[src/rtl/sprite_motion.sv]
// sprite_motion: per-frame sprite motion/animation sweep (clk_pix/rst_pix, frame in, cfg_* write port, rd_* registered read, busy/done/overrun status)
module sprite_motion #(
  parameter int CORDW = 16,
  parameter int NSPR = 4,
  parameter int IDW = $clog2(NSPR),
  parameter int VELW = 8,
  parameter int H_RES = 1280,
  parameter int V_RES = 720,
  parameter int SPR_DRAWW = 256,
  parameter int SPR_DRAWH = 160,
  parameter int ANIM_FRAMES = 4,
  parameter int ANIM_DIV = 8
) (
  input  logic clk_pix,
  input  logic rst_pix,
  input  logic frame,
  input  logic cfg_we,
  input  logic [IDW-1:0] cfg_id,
  input  logic signed [CORDW-1:0] cfg_x,
  input  logic signed [CORDW-1:0] cfg_y,
  input  logic signed [VELW-1:0] cfg_vx,
  input  logic signed [VELW-1:0] cfg_vy,
  input  logic cfg_bounce,
  input  logic [IDW-1:0] rd_id,
  output logic signed [CORDW-1:0] rd_x,
  output logic signed [CORDW-1:0] rd_y,
  output logic [$clog2(ANIM_FRAMES)-1:0] rd_anim,
  output logic busy,
  output logic done,
  output logic overrun
);
  localparam int AW = $clog2(ANIM_FRAMES);
  localparam int DVW = $clog2(ANIM_DIV);
  localparam int PW = CORDW + 1;
  localparam logic signed [CORDW:0] HR = PW'(H_RES);
  localparam logic signed [CORDW:0] VR = PW'(V_RES);
  localparam logic signed [CORDW:0] SW = PW'(SPR_DRAWW);
  localparam logic signed [CORDW:0] SH = PW'(SPR_DRAWH);
  localparam logic signed [CORDW:0] XW = PW'(1 - SPR_DRAWW);
  localparam logic signed [CORDW:0] YW = PW'(1 - SPR_DRAWH);
  typedef enum logic [1:0] {IDLE, SWEEP, FIN} state_t;
  state_t state_q, state_d;
  logic [IDW-1:0] idx_q, idx_d;
  logic [DVW-1:0] div_q, div_d;
  logic step_q, step_d, overrun_q, overrun_d, go;
  logic signed [CORDW-1:0] x_q [NSPR];
  logic signed [CORDW-1:0] y_q [NSPR];
  logic signed [VELW-1:0] vx_q [NSPR];
  logic signed [VELW-1:0] vy_q [NSPR];
  logic bnc_q [NSPR];
  logic [AW-1:0] anim_q [NSPR];
  logic signed [CORDW-1:0] px, py, rd_x_q, rd_y_q;
  logic signed [VELW-1:0] pvx, pvy;
  logic [AW-1:0] pa, rd_anim_q;
  function automatic logic [CORDW+VELW-1:0] move(
    input logic signed [CORDW-1:0] p,
    input logic signed [VELW-1:0] v,
    input logic b,
    input logic signed [CORDW:0] res,
    input logic signed [CORDW:0] drw,
    input logic signed [CORDW:0] wmin
  );
    logic signed [CORDW:0] n, bmax;
    logic signed [VELW-1:0] nv;
    logic lo, hi;
    n = {p[CORDW-1], p} + {{(CORDW+1-VELW){v[VELW-1]}}, v};
    bmax = res - drw;
    // the most negative velocity has no positive twin, so it saturates
    nv = v == {1'b1, {(VELW-1){1'b0}}} ? {1'b0, {(VELW-1){1'b1}}} : -v;
    lo = b ? n[CORDW] : n <= -drw;
    hi = b ? n > bmax : n > res;
    move = {lo ? (b ? '0 : res[CORDW-1:0]) : hi ? (b ? bmax[CORDW-1:0] : wmin[CORDW-1:0]) : n[CORDW-1:0],
            (b && (lo || hi)) ? nv : v};
  endfunction
  assign go = state_q == IDLE && frame;
  always_comb begin
    state_d = state_q == IDLE ? (frame ? SWEEP : IDLE) : state_q == SWEEP ? (idx_q == IDW'(NSPR-1) ? FIN : SWEEP) : IDLE;
    idx_d = state_q == SWEEP ? idx_q + 1'b1 : '0;
    div_d = go ? (div_q == DVW'(ANIM_DIV-1) ? '0 : div_q + 1'b1) : div_q;
    step_d = go ? div_q == DVW'(ANIM_DIV-1) : step_q;
    overrun_d = overrun_q | (frame && state_q != IDLE);
    {px, pvx} = move(x_q[idx_q], vx_q[idx_q], bnc_q[idx_q], HR, SW, XW);
    {py, pvy} = move(y_q[idx_q], vy_q[idx_q], bnc_q[idx_q], VR, SH, YW);
    pa = step_q ? (anim_q[idx_q] == AW'(ANIM_FRAMES-1) ? '0 : anim_q[idx_q] + 1'b1) : anim_q[idx_q];
  end
  always_ff @(posedge clk_pix) begin
    if (rst_pix) begin
      state_q <= IDLE;
      idx_q <= '0;
      div_q <= '0;
      step_q <= 1'b0;
      overrun_q <= 1'b0;
      rd_x_q <= HR[CORDW-1:0];
      rd_y_q <= '0;
      rd_anim_q <= '0;
      for (int i = 0; i < NSPR; i++) begin
        x_q[i] <= HR[CORDW-1:0];
        y_q[i] <= '0;
        vx_q[i] <= '0;
        vy_q[i] <= '0;
        bnc_q[i] <= 1'b0;
        anim_q[i] <= '0;
      end
    end else begin
      state_q <= state_d;
      idx_q <= idx_d;
      div_q <= div_d;
      step_q <= step_d;
      overrun_q <= overrun_d;
      rd_x_q <= x_q[rd_id];
      rd_y_q <= y_q[rd_id];
      rd_anim_q <= anim_q[rd_id];
      if (state_q == SWEEP) begin
        x_q[idx_q] <= px;
        y_q[idx_q] <= py;
        vx_q[idx_q] <= pvx;
        vy_q[idx_q] <= pvy;
        anim_q[idx_q] <= pa;
      end
      // placed after the sweep update so a colliding config write wins
      if (cfg_we) begin
        x_q[cfg_id] <= cfg_x;
        y_q[cfg_id] <= cfg_y;
        vx_q[cfg_id] <= cfg_vx;
        vy_q[cfg_id] <= cfg_vy;
        bnc_q[cfg_id] <= cfg_bounce;
        anim_q[cfg_id] <= '0;
      end
    end
  end
  assign rd_x = rd_x_q;
  assign rd_y = rd_y_q;
  assign rd_anim = rd_anim_q;
  assign busy = state_q != IDLE;
  assign done = state_q == FIN;
  assign overrun = overrun_q;
endmodule

[config.mk]
export PLATFORM = sky130hd
export DESIGN_NAME = sprite_motion
export DESIGN_NICKNAME = d
export VERILOG_FILES = /design/src/rtl/sprite_motion.sv
export SDC_FILE = /design/constraint.sdc
export NUM_CORES = 1
export LEC_CHECK = 0
export CORE_MARGIN = 5
export CORE_UTILIZATION = 50
export DETAILED_ROUTE_END_ITERATION = 7
export DONT_BUFFER_PORTS = 1
export SYNTH_ARGS = -nofsm -noshare
export SYNTH_HDL_FRONTEND = slang
export SYNTH_SLANG_ARGS = --single-unit
[constraint.sdc]
create_clock -name clk_pix -period 19.38 [get_ports clk_pix]
set_input_delay 3.876 -clock clk_pix [delete_from_list [all_inputs] [get_ports clk_pix]]
set_output_delay 3.876 -clock clk_pix [all_outputs]
set_load 0.02 [all_outputs]
Word-level counts from Yosys, hierarchy flattened
Memories as Yosys holds them, arrays and structs flattened. A register that Yosys moved wholly into a read port is not among the register bits.
Index checks and enable logic that the tools add are counted.

word-level totals
  RAM bits = 204
  flip-flop bits (word level) = 9
  bits of input ports = 57
  memories kept = 6

cells by class
  add/subtract/negate cells = 7
  $lt $le $gt $ge = 6
  mux-type cells = 70
  bitwise gates (word level) = 2
  equality and inequality tests = 7
  reduce and logical (&&, ||, !) cells = 20

memory list
  memory  words  bits a word  rd ports  clocked after memory_dff  wr ports  line  source
  x_q     4      16           2         2                         4         46    logic signed [CORDW-1:0] x_q [NSPR];
  y_q     4      16           2         2                         4         47    logic signed [CORDW-1:0] y_q [NSPR];
  vx_q    4      8            1         1                         4         48    logic signed [VELW-1:0] vx_q [NSPR];
  vy_q    4      8            1         1                         4         49    logic signed [VELW-1:0] vy_q [NSPR];
  anim_q  4      2            2         2                         4         51    logic [AW-1:0] anim_q [NSPR];
  bnc_q   4      1            1         1                         4         50    logic bnc_q [NSPR];

operator list
  cell                    count
  $mux W16                10
  $mux W8                 8
  $reduce_or A16 Y1       4
  $mux W2                 24
  $add A16 B8 Y17         2
  $gt A17 B11 Y1 const B  2
  $gt A17 B12 Y1 const B  2
  $le A17 B9 Y1 const B   2
  $reduce_or A8 Y1        4
  $mux W1                 25
  $eq A8 B8 Y1 const B    2
  $neg A8 Y8              2
  $mux W11                1
  $mux W10                1
  $eq A2 B2 Y1 const B    3
  $reduce_or A2 Y1        3
  $add A2 B1 Y2 const B   2
  $logic_and A1 B1 Y1     4
  $add A3 B1 Y3 const B   1
  $eq A3 B3 Y1 const B    1
  $mux W3                 1
  $eq A2 B1 Y1 const B    1
  $logic_not A2 Y1        1
  $logic_or A1 B1 Y1      2
  4 further kinds         4

Logic depth before layout (Yosys ltp)
  depth in word-level cells = 7
  mapped depth = 20

Worst setup path after synthesis
No wires, ideal clock.

  kind = register to register
  start = register idx_q[0]
  end = memory x_q[3][6] (data pin)
  cell stages (with the launch flop) = 20
  arrival = 6.020 ns
  buffers on the path = 8
  slack = 13.194 ns
  setup time = 0.165 ns
  cell sequence = dfxtp_1 buf_1 clkbuf_1 clkbuf_1 buf_1 mux4_2 ha_1 buf_2 a2111oi_4 o21a_2 o211ai_4 or4_1 or4b_1 and3_1 buf_6 a211oi_4 nand2b_1 buf_6 buf_6 o31ai_2

RTL lines
  what                    line  source
  from (decl)             43    logic [IDW-1:0] idx_q, idx_d;
  from (signal assigned)  106   idx_q <= idx_d;
  to (decl)               46

==> impl_results.md <==
* Status: finished clean
* Worst Path Arrival at roughly 6600 ps
* Gr usage total at a little over a quarter
* CTS Buf Count at 28
* PD cells at 94.6 mW/mm²
* Final Worst Setup Slack at 13110 ps
* I/O pin cnt at 94
* Netlist cell types at 80
* CTS Root Cell: clkbuf_16
* Post-synth top flop: edfxtp_1
* H-tree level count at 1
* Met1 GRT Util at 36.3%
* Overflow after GRT at 0
* Mapped Cells at approximately 1400
* Busiest layer in global routing: met2
* Dpl ws at 13100 ps
* Met2 usage at 42.5%
* Worst setup EP type: register
* CP Launch Type: register
* CP peak stage delay at just over 800 ps
* Final ANT Viol Nets at 0
* Register area at a little under 0.007 mm²
* Number of port buffers at 0
* Worst min-delay path category: reg2reg
* Top delay family on crit path: compound AO/OA/AOI/OAI gates
* Gp weighted congestion at 0.900
* R2R setup slack at 13110 ps
* Clk_lat worst skew at about 550 ps
* Footprint of the multi-input gates at 0.00747 mm²
* Crit path capture: y_q[2][8]
* Worst slew margin at between 20% and 30%
* CP most frequent cell: o21ai_0
* Syn nets at around 1500
* Layout area overhead at 8.38%
* Final hold vios at 0
* Core box area at just under 0.03 mm²
* DRT iter0 DRCs at 1095
* CP max stage cell: o21ai_0
* First-pass GRT wire length at approximately 68000 µm
* Slew @ Worst Pin at between 1000 and 1500 ps
* Tot Pwr at 1.52 mW
* DR vias at 11500
* Asr flop ratio synth at 0%
* R2R depth at 12
* Number of global-route vias before repair at 11200
* Leak Pwr at ~5.7 nW
* Worst Setup Path Type: reg2reg
* CP startpoint: idx_q[1]
* Synth warn at 0
* Die Ht at between 150 and 200 µm
* Post-synth EDFFs at 196
* Reg-to-Reg Start: idx_q[1]
* Fillcell total at around 2500
* Die ar. at approximately 0.033 mm²
* Initial Utilization at about half
* RSZ-0062 raised after global routing: no
* Fin. max-slew vios at 0
* Post-route clock period utilization at 32.4%
* Via/cell ratio at between 6 and 7
* Die Wd at 182 µm
* Worst R2R End: y_q[2][8]
* Post-CTS Setup Repair Bufs at 0
* FF+latch count, synth at roughly 250
* CTS tree: yes
* Pin count of the biggest net entering global routing at 60
* Share of layout cells above drive strength 1 at about 14%
* Final setup violation count at 0
* Max_cap viols at 0
* Register area share after synthesis at 46.5%
* DR pass1 iterations at 5
* CP required at between 15000 and 20000 ps
* Initial antenna violation count at 0
* Final TNS setup at 0 ps
* Mean Syn Cell Area at between 10 and 15 µm²
* Min Tclk post-route at about 6300 ps
* Sink Count at between 200 and 250
* Worst ir drop on vdd at around 0.000065 V
* Final net count at approximately 1400
* Final HPWL DP at 30200 µm
* Hold-fix buffers, CTS at 0
* Max Root-Sink Buffers at 3
* Fmax at around 0.16 GHz
* Crit path cell chain: buf_4, mux4_2, ha_1, a211oi_1, o21ai_1, a21o_1, o311ai_0, o21ai_0, or4_1, o21ai_0, o221ai_1, o21ai_0
* Mapped Area at roughly 0.015 mm²
* WL final at between 40000 and 50000 µm
* Clock transition at the registers of the reported paths at roughly 60 ps
* # resized after CTS at 0
* Wire per inst at ~26 µm
* CP max FO at 48
* Post-layout utilization of the core at a little over half
* Layout Skew at roughly 18 ps
* Cell depth of the worst setup path at 12
* Row Count at between 60 and 70
* Met3 usage at around 7.3%
* Post-route DRC at 0
* Worst path buffer plus inverter count at 1
-- cell usage in the layout (no fill, tap or decap), types with 7 or more instances in the layout --
cell type  count
a211oi_1       7
a21o_1        11
a21oi_1       43
a22o_1        29
and2_1        14
and3_1         8
buf_4         19
clkbuf_16     29
clkinv_2       8
dfxtp_1       49
edfxtp_1     196
ha_1          37
inv_1         32
mux2i_1        8
mux4_2        84
nand2_1      248
nand2b_1      16
nand3_1       31
nand4_1       16
nor2_1        60
nor2b_1       36
nor3_1        18
nor3b_1        9
o211ai_1      11
o21ai_0      122
o21ai_1       21
o22a_1         8
o2bb2ai_1      7
o31ai_1       24
or3_1          9
xnor2_1        8
-- final cells by class --
type                            count  share of cell area [%]
Multi-Input combinational cell   1009                    46.4
Sequential cell                   247                    42.9
Clock buffer                       37                    5.00
Tap cell                          390                    3.03
Clock inverter                     15                   0.979
Timing Repair Buffer               19                   0.885
Inverter                           35                   0.815
Antenna cell                        1                  0.0155
-- logic make-up after synthesis --
family | after synthesis | share of synthesized area (%)
fa+ha+maj | 39 | 3.38
buf+inv | 127 | 3.40
flops | 247 | 46.5
simple gates | 500 | 15.9
mux | 95 | 13.5
compound gates | 360 | 16.4
xor+xnor | 15 | 0.934
-- worst min-delay path by stage --
| stage | startpoint | end | slack (ps) | cells after the start |
|---|---|---|---|---|
| 2_1_floorplan | anim_q[2][1] | anim_q[2][1] | 440 | 2 |
| 3_3_place_gp | div_q[1] | div_q[1] | 480 | 2 |
| 3_5_place_dp | anim_q[2][1] | anim_q[2][1] | 480 | 2 |
| 4_1_cts | anim_q[2][1] | anim_q[2][1] | 490 | 2 |
| 5_1_grt | anim_q[1][1] | anim_q[1][1] | 540 | 2 |
| 6_report | anim_q[2][1] | anim_q[2][1] | 490 | 2 |
-- registers in the layout, summed over array words and instances (netlist names) --
name,count
x_q,64
rd_anim,2
y_q,64
bnc_q,4
rd_x,16
step_q,1
div_q,3
anim_q,8
overrun,1
rd_y,16
vy_q,32
idx_q,2
vx_q,32
state_q,2
-- synth_stat cells (all sizes together), types with 9 or more instances --
cell    number  area share [%]
nor2b       36             1.5
or3          9            0.38
ha          37             3.1
nand2      248             6.3
o211ai      12            0.70
and2        15            0.63
nand4       16            0.67
nor2        61             1.6
nand3       31             1.0
dfxtp       51             6.9
a22o        29             1.7
o31ai       28             1.7
edfxtp     196              40
a21oi       43             1.4
nand2b      16            0.67
clkbuf      76             1.9
nor3        19            0.64
nor3b       10            0.51
buf         16            0.60
o21ai      143             4.8
a21o        11            0.56
a211oi       9            0.57
and3         9            0.38
inv         35            0.88
mux4        84              13
-- power breakdown --
part | leakage (nW) | switching [mW] | internal, mW | total (mW)
combinational | 2.74 | 0.217 | 0.123 | 0.340
sequential | 2.45 | 0.0220 | 0.610 | 0.632
clock | 0.477 | 0.221 | 0.331 | 0.553
total | 5.67 | 0.460 | 1.06 | 1.52
-- stage by stage --
stage / instances / instance area [µm²] / hold slack, ps
after floorplan: 1383 / 14900 / 436
final: 1753 / 16100 / 493
after global routing: 1752 / 16100 / 543
after detailed placement: 1700 / 15100 / 476
after CTS: 1752 / 16100 / 487
after global placement: 1700 / 15100 / 477
-- per-layer routing --
| metal | vias to the layer above | wire length [µm] |
|---|---|---|
| met4 | 0 | 1100 |
| met3 | 79 | 4540 |
| met1 | 5636 | 18400 |
| met2 | 560 | 20800 |
| li1 | 5203 | - |
| met5 | - | 0 |
-- tightest hold or removal path: cells and delay by family (launching register included) --
family	cells	cell delay, ps
compound gates	1	60
simple gates	1	50
flops	1	320
(Power assumes the default switching activity.)
